`src/rtl/mem_access_unit.sv`:
```
// Memory-access stage: byte/half/word loads and stores on a handshaked word memory,
// sub-word stores via read-modify-write. Define MEM_TIMEOUT_EN to abort stalled requests.
module mem_access_unit #(
    parameter int unsigned TIMEOUT_CYCLES = 255
) (
    input  logic        clk,
    input  logic        rst,
    input  logic        start,
    input  logic        mem_read,
    input  logic        mem_write,
    input  logic [1:0]  size,
    input  logic        sign_ext,
    input  logic [31:0] addr,
    input  logic [31:0] wdata,
    output logic        busy,
    output logic        done,
    output logic [31:0] rdata,
    output logic        err,
    output logic        mem_req,
    output logic        mem_we,
    output logic [29:0] mem_addr,
    output logic [31:0] mem_wdata,
    input  logic [31:0] mem_rdata,
    input  logic        mem_ready
);

    typedef enum logic [2:0] {
        S_IDLE,
        S_RD,
        S_MODIFY,
        S_WR,
        S_DONE
    } state_t;

    state_t      state_q;
    logic        busy_q, done_q, err_q, req_q, we_q;
    logic [31:0] rdata_q, mwdata_q;
    logic [29:0] maddr_q;
    logic [1:0]  size_q, lane_q;
    logic        sign_q, load_q;
    logic [15:0] store_q;

    logic        accept_d, illegal_d, expire_d;
    logic [7:0]  byte_d;
    logic [15:0] half_d;
    logic [31:0] load_d, merge_d;

`ifdef MEM_TIMEOUT_EN
    localparam int unsigned CW = ($clog2(TIMEOUT_CYCLES + 1) > 8) ? $clog2(TIMEOUT_CYCLES + 1) : 8;
    logic [CW-1:0] cnt_q;

    // Counts consecutive unanswered request cycles; clears on every RD/WR entry.
    always_ff @(posedge clk) begin
        if (rst) begin
            cnt_q <= '0;
        end else if ((state_q == S_RD || state_q == S_WR) && !mem_ready) begin
            cnt_q <= cnt_q + CW'(1);
        end else begin
            cnt_q <= '0;
        end
    end

    assign expire_d = (cnt_q == CW'(TIMEOUT_CYCLES - 1));
`else
    assign expire_d = 1'b0;
`endif

    always_comb begin
        accept_d  = start && (mem_read || mem_write) &&
                    (state_q == S_IDLE || state_q == S_DONE);
        illegal_d = (mem_read && mem_write) ||
                    (size == 2'b11) ||
                    (size == 2'b01 && addr[0]) ||
                    (size == 2'b10 && addr[1:0] != 2'b00);

        byte_d = mem_rdata[{lane_q, 3'b000} +: 8];
        half_d = mem_rdata[{lane_q[1], 4'b0000} +: 16];
        case (size_q)
            2'b00:   load_d = sign_q ? {{24{byte_d[7]}}, byte_d} : {24'h0, byte_d};
            2'b01:   load_d = sign_q ? {{16{half_d[15]}}, half_d} : {16'h0, half_d};
            default: load_d = mem_rdata;
        endcase

        // mwdata_q holds the word captured in RD; overlay the store lane onto it.
        merge_d = mwdata_q;
        if (size_q == 2'b00) begin
            merge_d[{lane_q, 3'b000} +: 8] = store_q[7:0];
        end else begin
            merge_d[{lane_q[1], 4'b0000} +: 16] = store_q[15:0];
        end
    end

    always_ff @(posedge clk) begin
        if (rst) begin
            state_q  <= S_IDLE;
            busy_q   <= 1'b0;
            done_q   <= 1'b0;
            err_q    <= 1'b0;
            req_q    <= 1'b0;
            we_q     <= 1'b0;
            rdata_q  <= '0;
            maddr_q  <= '0;
            mwdata_q <= '0;
            size_q   <= '0;
            lane_q   <= '0;
            sign_q   <= 1'b0;
            load_q   <= 1'b0;
            store_q  <= '0;
        end else begin
            case (state_q)
                S_IDLE, S_DONE: begin
                    state_q <= S_IDLE;
                    busy_q  <= 1'b0;
                    done_q  <= 1'b0;
                    err_q   <= 1'b0;
                    req_q   <= 1'b0;
                    we_q    <= 1'b0;
                    if (accept_d) begin
                        size_q  <= size;
                        lane_q  <= addr[1:0];
                        sign_q  <= sign_ext;
                        load_q  <= mem_read;
                        store_q <= wdata[15:0];
                        maddr_q <= addr[31:2];
                        if (illegal_d) begin
                            state_q <= S_DONE;
                            done_q  <= 1'b1;
                            err_q   <= 1'b1;
                            rdata_q <= '0;
                        end else if (mem_read) begin
                            state_q <= S_RD;
                            busy_q  <= 1'b1;
                            req_q   <= 1'b1;
                        end else if (size == 2'b10) begin
                            state_q  <= S_WR;
                            busy_q   <= 1'b1;
                            req_q    <= 1'b1;
                            we_q     <= 1'b1;
                            mwdata_q <= wdata;
                        end else begin
                            state_q <= S_RD;
                            busy_q  <= 1'b1;
                            req_q   <= 1'b1;
                        end
                    end
                end

                S_RD: begin
                    if (mem_ready) begin
                        req_q <= 1'b0;
                        if (load_q) begin
                            state_q <= S_DONE;
                            busy_q  <= 1'b0;
                            done_q  <= 1'b1;
                            err_q   <= 1'b0;
                            rdata_q <= load_d;
                        end else begin
                            state_q  <= S_MODIFY;
                            mwdata_q <= mem_rdata;
                        end
                    end else if (expire_d) begin
                        state_q <= S_DONE;
                        busy_q  <= 1'b0;
                        done_q  <= 1'b1;
                        err_q   <= 1'b1;
                        req_q   <= 1'b0;
                        rdata_q <= '0;
                    end
                end

                S_MODIFY: begin
                    state_q  <= S_WR;
                    mwdata_q <= merge_d;
                    req_q    <= 1'b1;
                    we_q     <= 1'b1;
                end

                S_WR: begin
                    if (mem_ready || expire_d) begin
                        state_q <= S_DONE;
                        busy_q  <= 1'b0;
                        done_q  <= 1'b1;
                        err_q   <= !mem_ready;
                        req_q   <= 1'b0;
                        we_q    <= 1'b0;
                        if (!mem_ready) begin
                            rdata_q <= '0;
                        end
                    end
                end

                default: begin
                    state_q <= S_IDLE;
                    busy_q  <= 1'b0;
                    done_q  <= 1'b0;
                    req_q   <= 1'b0;
                    we_q    <= 1'b0;
                end
            endcase
        end
    end

    assign busy      = busy_q;
    assign done      = done_q;
    assign err       = err_q;
    assign rdata     = rdata_q;
    assign mem_req   = req_q;
    assign mem_we    = we_q;
    assign mem_addr  = maddr_q;
    assign mem_wdata = mwdata_q;

endmodule

```
`config.mk`:
```
export PLATFORM = sky130hd
export DESIGN_NAME = mem_access_unit
export DESIGN_NICKNAME = d
export VERILOG_FILES = /design/src/rtl/mem_access_unit.sv
export SDC_FILE = /design/constraint.sdc
export NUM_CORES = 1
export LEC_CHECK = 0
export CAP_MARGIN = 40
export CORE_UTILIZATION = 48
export CTS_CLUSTER_SIZE = 10
export DETAILED_ROUTE_END_ITERATION = 10
export PLACE_DENSITY_LB_ADDON = 0.2
export REMOVE_ABC_BUFFERS = 1
export SYNTH_ARGS = -nofsm -noshare
export SYNTH_HDL_FRONTEND = slang
export SYNTH_SLANG_ARGS = --single-unit
```
`constraint.sdc`:
```
create_clock -name clk -period 2.45 [get_ports clk]
set_input_delay 0.245 -clock clk [delete_from_list [all_inputs] [get_ports clk]]
set_output_delay 0.245 -clock clk [all_outputs]
set_load 0.005 [all_outputs]
```
# Word-level counts from Yosys, hierarchy flattened
# Cells that the tools add are included.
# word_totals
regBits	124
in_bits	105
out_inout_bits	99
word_cells	114
# classes
addsub	2
n_eq_ne	18
shift	6
mux	46
n_bitwise	2
reduce_logical	26
# op_table
op	n
32-bit 2-to-1 mux	13
32-bit one-hot mux with 2 select lines	2
32-bit one-hot mux with 3 select lines	1
32-bit bitwise mux	2
16-bit by 7-bit variable shift with 32-bit output (first input constant)	1
8-bit by 7-bit variable shift with 32-bit output (first input constant)	1
16-bit by 7-bit indexed part select with 32-bit output	1
32-bit by 6-bit indexed part select with 16-bit output	1
32-bit by 6-bit indexed part select with 8-bit output	1
8-bit by 7-bit indexed part select with 32-bit output	1
2-bit inequality test (second input constant)	9
1-bit 2-to-1 mux	15
3-bit 2-to-1 mux	5
5-bit negator with 7-bit output	2
1-bit one-hot mux with 4 select lines	3
3-bit one-hot mux with 4 select lines	1
4-bit AND reduction	2
7-bit AND reduction	1
3-bit by 2-bit equality test with 1-bit output (second input constant)	2
1-bit one-hot mux with 3 select lines	2
2-bit AND reduction	3
3-bit nonzero test	2
1-bit logical AND	5
1-bit logical OR	5
13 further kinds	19

# Depth between registers and ports, before layout
# Gate-level depths: netlist of run 1.
# logic_depth
ltp_word	7
ltp_mapped	9
depth_no_buf	7

# Worst setup path before layout of run 1
# Ideal clock, no wire load.
# synth_path
kind	register to register
from	register lane_q[0]
to	register mwdata_q[24], in the netlist mem_wdata[24]
setup_ps	78
t_arrival_ps	2049
required_ps	2372
path_slack_ps	323
stages_incl_launch_ff	10
path_buffers	2
synth_period_minus_slack_ps	2127
path_cell_list	dfxtp_1 -> buf_2 -> inv_1 -> ha_1 -> nor4bb_1 -> buf_1 -> a221oi_1 -> a211oi_1 -> nor3_1 -> nor3_1
# synth_between
elab_chain_cells	5
elab_cells_between_ends	6
classes_between	1 x add/sub; 2 x shift; 3 x mux
# synth_lines
element	line_no	rtl
start, declared	39	logic [1:0] size_q, lane_q;
start signal, assigned	120	lane_q <= addr[1:0];
5-bit negator with 7-bit output *	87	merge_d[{lane_q, 3'b000} +: 8] = store_q[7:0];
8-bit by 7-bit indexed part select with 32-bit output / 8-bit by 7-bit variable shift with 32-bit output (equally long branches)	87	
32-bit bitwise mux *	87	
32-bit 2-to-1 mux *	86	if (size_q == 2'b00) begin
32-bit one-hot mux with 3 select lines *	110	case (state_q)
end signal, assigned	139	mwdata_q <= wdata;
end signal, assigned	159	mwdata_q <= mem_rdata;
end signal, assigned	173	mwdata_q <= merge_d;
end, declared	37	logic [31:0] rdata_q, mwdata_q;
# Every way passes the cells marked *; elsewhere a longest branch is shown, timed or not.
# A chain may end at the register's enable or synchronous reset.

# Worst setup path after layout of run 1
# layout_path
from	register lane_q[1]
to	register mwdata_q[31], in the netlist mem_wdata[31]
# layout_between
elab_chain_cells	5
elab_cells_between_ends	10
classes_between	2 x add/sub; 4 x shift; 4 x mux
# layout_lines
element	line_no	rtl
5-bit negator with 7-bit output, on equally long branches	89, 87	
16-bit by 7-bit indexed part select with 32-bit output (tied with other cells)	89	merge_d[{lane_q[1], 4'b0000} +: 16] = store_q[15:0];
32-bit bitwise mux, on equally long branches	89, 87	
32-bit 2-to-1 mux *	86	
32-bit one-hot mux with 3 select lines *	110	
# Marked as above.

==> impl_metrics.csv, run 1 <==
group,metric,value,unit
clock_tree,cts_tree,"built",
yosys,yosys_warnings,0,
timing,max_slew.worst_pin.slew,0.7043,ns
drt,wirelength,23210,um
critical_path,cp.required,2.80,ns
die,die_area,14600,um^2
timing,fmax,440.7,MHz
global_route,grt_pass1_vias,6884,
timing,rsz0062_at_grt,"false",
clock_tree,root_buffer,"clkbuf_16",
final_layout,final_util,0.6948,
yosys,yosysUniqueCellTypes,49,
drt,postRouteAntennaNets,0,
global_route,grt_overflow,0,
yosys,yosysTopAreaCell,"dfxtp_1",
critical_path,critPathTopFamily,"simple AND/OR/NAND/NOR gates",
yosys,yosys-top-cells-count,"nand2_1 (167), dfxtp_1 (124), a21oi_1 (107)",
clock_tree,cts_resized,0,
critical_path,cp_slowest_cell,"nor4bb_1",
clock_tree,cts_setup_buffers,0,
critical_path,path_cells,"inv_1 > ha_1 > nor4bb_1 > buf_4 > a221oi_1 > a211oi_1 > nor3_1 > nor3_1",
critical_path,start_kind,"register",
final_layout,drive_gt1_frac,0.06942,
critical_path,path_class,"register to register",
critical_path,reg2reg_depth,8,
clock_tree,path_clk_slew,0.06,ns
timing,max-slew-margin-rel,0.5277,
yosys,ys_seq_area_frac,0.3661,
hold_path,hp-class,"input port to register",
critical_path,cp_slowest_stage_delay,0.42,ns
global_route,grt_max_degree,65,
yosys,synth-main-ff-cell,"dfxtp_1",
status,status,"finished clean",
drt,dr_total_vias,7396,
critical_path,reg2reg_setup_slack,0.18,ns
timing,hold_violations,0,
yosys,synth.top_cell.area_share,0.3661,
yosys,synth-seq-cells,124,
die,io_pins,204,
drt,drtPass1Iterations,5,
yosys,netlist_area,6780,um^2
clock_tree,clkLatencyLatePin,0.43,ns
power,power_leakage,3.290,nW
drt,via_per_inst,5.936,
place,io_buffers,203,
yosys,synth_edf_count,0,
critical_path,crit_path_end,"mem_wdata[31]",
final_layout,layout.nets,1163,
yosys,synth-async-reset-ratio,0,
die,initial_core_util,0.4904,
yosys,synth.most_common_cell,"nand2_1",
timing,setup_viol,0,
global_route,antenna_found_initial,0,
die,rows,43,
power,p_per_area,827.0,nW/um^2
flow_run,cap_violations,0,
clock_tree,ctsLongestPathBuffers,2,
clock_tree,cts.sinks,124,
place,hpwlAfterDp,15280,um
yosys,synthTopCellsByArea,"dfxtp_1 (37%), nand2_1 (9.2%), a21oi_1 (7.9%), mux2i_1 (5.8%), a221oi_1 (4.5%)",
final_layout,n_antenna_cell,0,
critical_path,cp_num_cells,8,
timing,whs,0.2656,ns
critical_path,crit_top_cell,"nor3_1",
critical_path,critPathBufInv,2,
global_route,grtUsageTotal,0.3206,
die,fp.dieH,120.9,um
global_route,grt_first_pass_wirelength,36330,um
die,core,13830,um^2
critical_path,worstReg2RegStart,"lane_q[1]",
yosys,synthCells,881,
timing,fin_crit,2.269,ns
place,gp_congestion,0.8494,
critical_path,arrival,2.62,ns
timing,final-max-slew-violation-count,0,
drt,route.detailed.wl_per_inst,18.63,um
die,die_w,120.9,um
timing,fin_crit_sh,0.9263,
clock_tree,cts_max_level,4,
yosys,synth_area_per_cell,7.696,um^2
drt,drcViolationCount,0,
clock_tree,postCtsHoldBufs,0,
drt,drtIter0Drc,801,
critical_path,r2r-end,"mem_wdata[31]",
final_layout,syn2layout_area_growth,41.69,%
clock_tree,cts-buffers-inserted,17,
critical_path,cp_max_fo,8,
timing,clock_skew,0.006365,ns
power,peakVddDrop,0.6399,mV
critical_path,critical_path.startpoint,"lane_q[1]",
critical_path,cp-end-kind,"register",
[cells in the final DEF, fill, tap and decap left out, types with 2 or more instances in the layout]
cell type	instances
a32o_1	5
buf_4	17
o21ai_1	6
a31oi_1	5
nor4bb_1	2
inv_1	9
mux2_2	3
o221ai_1	3
nand3_1	4
clkbuf_1	2
clkinv_2	5
nor3_1	55
a211oi_1	34
mux2i_1	39
clkinvlp_4	2
o21a_1	4
a21o_1	4
clkbuf_16	17
o21ai_2	2
clkdlybuf4s50_1	202
a31o_2	2
buf_12	8
a22o_1	20
o2bb2ai_1	3
nor2b_1	37
o21ai_0	55
a21oi_1	107
nand2b_1	23
a221oi_1	35
nand2_1	166
bufinv_16	4
ha_1	5
dfxtp_1	123
nor2_1	32
[flip-flops by register name (all words and copies together), names as in the netlist, 2 cells and up]
| signal | cells |
|---|---|
| mem_addr | 30 |
| mem_wdata | 32 |
| rdata | 32 |
| state_q | 3 |
| store_q | 16 |
| size_q | 2 |
| lane_q | 2 |
[through the flow]
stage                     setup TNS (ns)  area, um^2  power, W  instances  worst slack, ns
after global placement                 0        8991  0.005212       1214           0.2984
final                                  0        9607  0.007944       1246           0.1807
after global routing                   0        9607  0.008321       1246          0.02860
after detailed placement               0        8991  0.005259       1214           0.2354
after CTS                              0        9607  0.007932       1246           0.2014
after floorplan                   -63.43        6444  0.003932        806           -1.642
[per-layer routing]
metal,GRT usage,share of wire,vias to the layer above
li1,-,-,3522
met4,0.1142,0.018,0
met1,0.4056,0.41,3451
met2,0.4979,0.46,384
met5,0,0,-
met3,0.1184,0.12,39
[worst reg2reg max path: cells and delay by family (launching register included)]
family                   cells  cell delay, ns
AND/OR/NAND/NOR              3            0.67
buffers and inverters        2            0.49
AO/OA/AOI/OAI                2            0.36
adder cells (fa/ha/maj)      1            0.34
flip-flops                   1            0.33
[how the worst min path moves through the flow]
stage / from / endpoint / slack [ns] / cells past startpoint
after floorplan: rst / busy / 0.31 / 1
after global placement: mem_addr[14] / mem_addr[14] / 0.44 / 2
after detailed placement: rdata[12] / rdata[12] / 0.44 / 1
after CTS: rst / rdata[2] / 0.25 / 4
after global routing: rst / rdata[2] / 0.27 / 4
final: rst / rdata[2] / 0.27 / 4
[logic make-up (layout without fill, tap and decap cells)]
logic type / Yosys count / after routing / share of synthesized area
AOI/OAI and AO/OA: 292 / 292 / 0.2785
adders and majority gates: 5 / 5 / 0.009227
buffers and inverters: 84 / 269 / 0.05462
DFF: 124 / 124 / 0.3661
muxes: 42 / 42 / 0.06256
and+or+nand+nor: 334 / 334 / 0.2290
[final cells by class]
class                      instances  area, um^2
fill                            1165        4220
multi-input combinational        673        3934
sequential                       124        2484
timing repair buffer             228        2315
clock buffer                      20       446.7
tap                              180       225.2
clock inverter                    12       168.9
inverter                           9       33.78
[where the power goes]
part | leakage (nW) | internal, W | switching, W
clock network | 0.300 | 0.00172 | 0.000945
registers | 1.01 | 0.00229 | 0.000299
logic | 1.98 | 0.00126 | 0.00143
Note: power is estimated with default switching activity, not from simulation.
==> run 2: changes to the inputs <==
PLACE_DENSITY = 0.81   (was not set)
PLACE_DENSITY_LB_ADDON = not set   (was 0.2)
TNS_END_PERCENT = 5   (was not set)
==> run 2 against run 1 <==
Die area unchanged. Routed wire length down 1.9%. Clock power down 8.6%. Non-clock buffer count up 1.
==> impl_metrics.csv, run 2 (synthesized netlist as in run 1, its figures left out) <==
group,metric,value,unit
timing,clock_skew,0.01072,ns
place,io_buffers,203,
die,initial_core_util,0.4904,
clock_tree,clkLatencyLatePin,0.42,ns
drt,drtIter0Drc,908,
status,status,"finished clean",
drt,dr_total_vias,7437,
critical_path,cp_max_fo,8,
global_route,grt_first_pass_wirelength,36000,um
final_layout,layout.nets,1164,
power,total_power,0.007706,W
final_layout,final_cell_mix,"clkdlybuf4s50_1 (202), nand2_1 (166), dfxtp_1 (123)",
critical_path,reg2reg_depth,7,
timing,max-slew-margin-rel,0.5430,
timing,hold_violations,0,
final_layout,final_common_cell,"clkdlybuf4s50_1",
critical_path,path_class,"register to register",
drt,wirelength,22760,um
final_layout,instances_no_fill,1245,
critical_path,cp_slowest_stage_delay,0.52,ns
timing,setup_viol,0,
final_layout,n_antenna_cell,0,
global_route,grt_pass1_vias,6885,
timing,final-max-slew-violation-count,0,
timing,fin_crit,2.165,ns
global_route,use_met1,0.4019,
clock_tree,cts_setup_buffers,0,
timing,fin_crit_sh,0.8837,
clock_tree,cts_max_level,4,
critical_path,critPathBufInv,1,
clock_tree,cts.sinks,124,
critical_path,path_cells,"inv_1 > ha_1 > and4b_1 > a221oi_1 > a211oi_1 > nor3_1 > nor3_1",
critical_path,start_kind,"register",
global_route,grt_most_used_layer,"met2",
timing,max_slew.worst_pin.slew,0.6816,ns
critical_path,cp_slowest_cell,"and4b_1",
global_route,grtUsageTotal,0.3143,
timing,rsz0062_at_grt,"false",
hold_path,holdPathEnd,"mem_we",
power,power_leakage,3.275,nW
die,die_w,120.9,um
clock_tree,cts-buffers-inserted,17,
die,die_area,14600,um^2
die,core,13830,um^2
global_route,grt_max_degree,92,
die,io_pins,204,
clock_tree,cts_resized,0,
die,fp.dieH,120.9,um
hold_path,hp-class,"input port to register",
timing,fmax,461.9,MHz
final_layout,drive_gt1_frac,0.06854,
global_route,grt_use_met2,0.4993,
clock_tree,cts_tree,"built",
drt,via_per_inst,5.973,
place,gp_congestion,0.9438,
global_route,grtUsageMet3,0.08271,
drt,drcViolationCount,0,
hold_path,hold_depth,3,
global_route,grt_overflow,0,
clock_tree,ctsLongestPathBuffers,2,
flow_run,cap_violations,0,
place,dpl.cell_count,1215,
clock_tree,postCtsHoldBufs,0,
critical_path,reg2reg_setup_slack,0.28,ns
critical_path,critPathTopFamily,"simple AND/OR/NAND/NOR gates",
drt,route.detailed.wl_per_inst,18.28,um
hold_path,worstHoldStart,"rst",
clock_tree,root_buffer,"clkbuf_16",
final_layout,syn2layout_area_growth,40.89,%
power,p_per_area,806.7,nW/um^2
die,rows,43,
drt,drtPass1Iterations,7,
place,hpwlAfterDp,15410,um
global_route,antenna_found_initial,0,
power,peakVddDrop,0.5142,mV
critical_path,cp-end-kind,"register",
critical_path,arrival,2.50,ns
clock_tree,path_clk_slew,0.06,ns
critical_path,r2r-end,"mem_wdata[15]",
drt,postRouteAntennaNets,0,
critical_path,crit_top_cell,"nor3_1",
critical_path,worstReg2RegStart,"lane_q[1]",
critical_path,cp.required,2.78,ns
-- run 2: worst max-delay path by stage --
| stage | start | to | slack, ns | cells past startpoint |
|---|---|---|---|---|
| floorplan | lane_q[1] | mem_wdata[24] | -1.64 | 7 |
| global placement | addr[0] | rdata[29] | 0.27 | 7 |
| detailed placement | addr[0] | rdata[31] | 0.25 | 7 |
| CTS | lane_q[1] | mem_wdata[26] | 0.27 | 8 |
| global route | lane_q[1] | mem_wdata[26] | 0.07 | 8 |
| finish | lane_q[1] | mem_wdata[15] | 0.28 | 7 |
-- run 2: metal layers --
layer | routed length (um) | vias up | part of all wire
met1 | 9529 | 3484 | 0.42
li1 | - | 3506 | -
met4 | 659 | 0 | 0.029
met5 | 0 | - | 0
met2 | 10550 | 387 | 0.46
met3 | 2023 | 60 | 0.089
-- run 2: tightest hold or removal path, stage by stage --
cell    delay [ns]
buf_2         0.12
inv_1         0.15
o21a_1        0.15
-- run 2: cell type report --
class	count	area, um^2
Tap cell	180	225.2
Timing Repair Buffer	229	2310
Multi-Input combinational cell	673	3934
Sequential cell	124	2484
Clock inverter	8	92.59
Fill cell	1132	4274
Inverter	9	33.78
Clock buffer	22	474.2
-- run 2: metrics by stage --
step / hold WS, ns / setup WS (ns) / area (um^2) / util / TNS, ns
3_3_place_gp: 0.4408 / 0.2740 / 8986 / 0.6499 / 0
6_report: 0.2992 / 0.2848 / 9553 / 0.6909 / 0
4_1_cts: 0.2845 / 0.2677 / 9553 / 0.6909 / 0
3_5_place_dp: 0.4461 / 0.2537 / 8986 / 0.6499 / 0
2_1_floorplan: 0.3141 / -1.642 / 6444 / - / -63.43
5_1_grt: 0.3232 / 0.07179 / 9553 / 0.6909 / 0
-- run 2: where the power goes --
| part | switching [W] | total (W) | internal (W) |
|---|---|---|---|
| combinational | 0.00142 | 0.00268 | 0.00125 |
| clock | 0.000887 | 0.00244 | 0.00155 |
| sequential | 0.000300 | 0.00259 | 0.00229 |
==> run 3: changes to the inputs <==
CORE_UTILIZATION = 49   (was 48)
CTS_BUF_LIST = sky130_fd_sc_hd__clkbuf_8   (was not set)
GPL_TIMING_DRIVEN = 0   (was not set)
PLACE_DENSITY = 0.83   (was 0.81)
TNS_END_PERCENT = not set   (was 5)
==> run 3 against run 2 <==
Global-route usage is 2.1 points higher. Clock skew is 0.00073 ns higher. Non-clock buffer count is 7 lower. Largest power group unchanged. Largest cell class unchanged.
==> impl_metrics.csv, run 3 (synthesized netlist as in run 1, its figures left out) <==
group,metric,value,unit
drt,drcViolationCount,0,
timing,fmax,430.3,MHz
clock_tree,cts.sinks,124,
timing,fin_crit,2.324,ns
critical_path,worstReg2RegStart,"state_q[0]",
final_layout,final_common_cell,"clkdlybuf4s50_1",
drt,drtPass1Iterations,5,
place,io_buffers,203,
drt,wirelength,23970,um
timing,max_slew.worst_pin.slew,0.9740,ns
power,total_power,0.007014,W
critical_path,critical_path.startpoint,"state_q[0]",
global_route,grt_first_pass_wirelength,37660,um
die,rows,42,
timing,fin_crit_sh,0.9485,
clock_tree,cts_max_level,4,
global_route,grt_max_degree,57,
drt,via_per_inst,6.131,
global_route,grtUsageTotal,0.3353,
critical_path,cp-end-kind,"register",
clock_tree,ctsLongestPathBuffers,2,
critical_path,cp_max_fo,32,
die,fp.dieH,119.6,um
clock_tree,postCtsHoldBufs,0,
final_layout,n_antenna_cell,0,
timing,whs,0.2087,ns
global_route,grt_overflow,0,
timing,max-slew-margin-rel,0.3477,
hold_path,hp-class,"input port to register",
critical_path,reg2reg_setup_slack,0.13,ns
clock_tree,path_clk_slew,0.07,ns
timing,hold_violations,0,
power,peakVddDrop,0.5636,mV
critical_path,reg2reg_depth,5,
clock_tree,cts_tree,"built",
drt,dr_total_vias,7560,
global_route,antenna_found_initial,0,
drt,postRouteAntennaNets,0,
final_layout,syn2layout_area_growth,40.15,%
critical_path,cp.required,2.86,ns
power,power_leakage,3.225,nW
timing,clock_skew,0.01145,ns
status,status,"finished clean",
final_layout,fin_area,9503,um^2
die,die_w,119.6,um
die,io_pins,204,
die,die_area,14310,um^2
drt,route.detailed.wl_per_inst,19.44,um
final_layout,fillers,1077,
timing,rsz0062_at_grt,"false",
final_layout,drive_gt1_frac,0.06623,
critical_path,r2r-end,"rdata[31]",
final_layout,final_cell_mix,"clkdlybuf4s50_1 (202), nand2_1 (166), dfxtp_1 (120)",
power,p_per_area,738.1,nW/um^2
clock_tree,cts-buffers-inserted,17,
timing,setup_viol,0,
place,hpwlAfterDp,15770,um
critical_path,path_class,"register to register",
critical_path,start_kind,"register",
die,core,13350,um^2
critical_path,crit_path_end,"rdata[31]",
timing,final-max-slew-violation-count,0,
global_route,grt_pass1_vias,7164,
clock_tree,root_buffer,"clkbuf_8",
final_layout,layout.nets,1158,
clock_tree,clkLatencyLatePin,0.47,ns
drt,drtIter0Drc,915,
flow_run,cap_violations,0,
place,gp_congestion,0.8689,
critical_path,arrival,2.73,ns
die,initial_core_util,0.5080,
place,placed_area,9039,um^2
[run 3: cell types whose count changed in the layout (fill, tap and decap cells not counted), sizes merged]
cell      change
bufinv        -2
buf           -7
nor2b         +1
clkinvlp      -1
clkinv        -3
inv           +4
[run 3: layout make-up]
| class | instances | area [um^2] | share of cell area |
|---|---|---|---|
| flip-flops and latches | 124 | 2495 | 0.2625 |
| repair buffers | 222 | 2415 | 0.2541 |
| multi-input cells | 674 | 4011 | 0.4221 |
| clock buffers | 22 | 302.8 | 0.03186 |
| clock inverters | 6 | 25.02 | 0.002633 |
| well taps | 176 | 220.2 | 0.02317 |
| inverters | 9 | 33.78 | 0.003555 |
[run 3: routing by layer]
metal	global-route usage	vias to the layer above	part of all wire
met4	0.1492	0	0.035
met1	0.4117	3480	0.39
met5	0	-	0
met2	0.5296	508	0.45
li1	-	3500	-
met3	0.1150	72	0.13
[run 3: power breakdown]
| part | switching, W | internal (W) |
|---|---|---|
| clock network | 0.000792 | 0.000792 |
| logic | 0.00146 | 0.00134 |
| registers | 0.000342 | 0.00229 |
[run 3: repair_timing]
action,in CTS,in global routing
gates cloned,0,1
hold endpoints to repair,0,0
pin swaps,0,2
resized for setup,9,5
setup endpoints to repair,54,49
buffers inserted,4,1
[run 3: critical path: stages, from the launching register on]
cell and delay, ns:
dfxtp_4 0.50, buf_16 0.22, and4bb_2 0.27, and3_1 0.51
a21boi_4 0.54, a22o_1 0.20
[run 3: stage by stage]
step           cells  TNS [ns]  worst slack (ns)    util
6_report        1233         0            0.1262  0.7119
5_1_grt         1233         0          0.004105  0.7119
3_5_place_dp    1199    -22.11           -0.9281  0.6772
4_1_cts         1231  -0.04542          -0.02090  0.7097
2_1_floorplan    806    -63.43            -1.642       -
3_3_place_gp    1185   -253.77            -3.376  0.6515
[run 3: worst min-delay path by stage]
stage,from,to,slack [ns],cells past startpoint
6_report,rst,mem_addr[8],0.21,2
5_1_grt,rst,mem_addr[5],0.22,2
4_1_cts,rst,mem_addr[8],0.20,2
3_5_place_dp,rdata[12],rdata[12],0.45,1
3_3_place_gp,rdata[12],rdata[12],0.44,1
2_1_floorplan,rst,busy,0.31,1
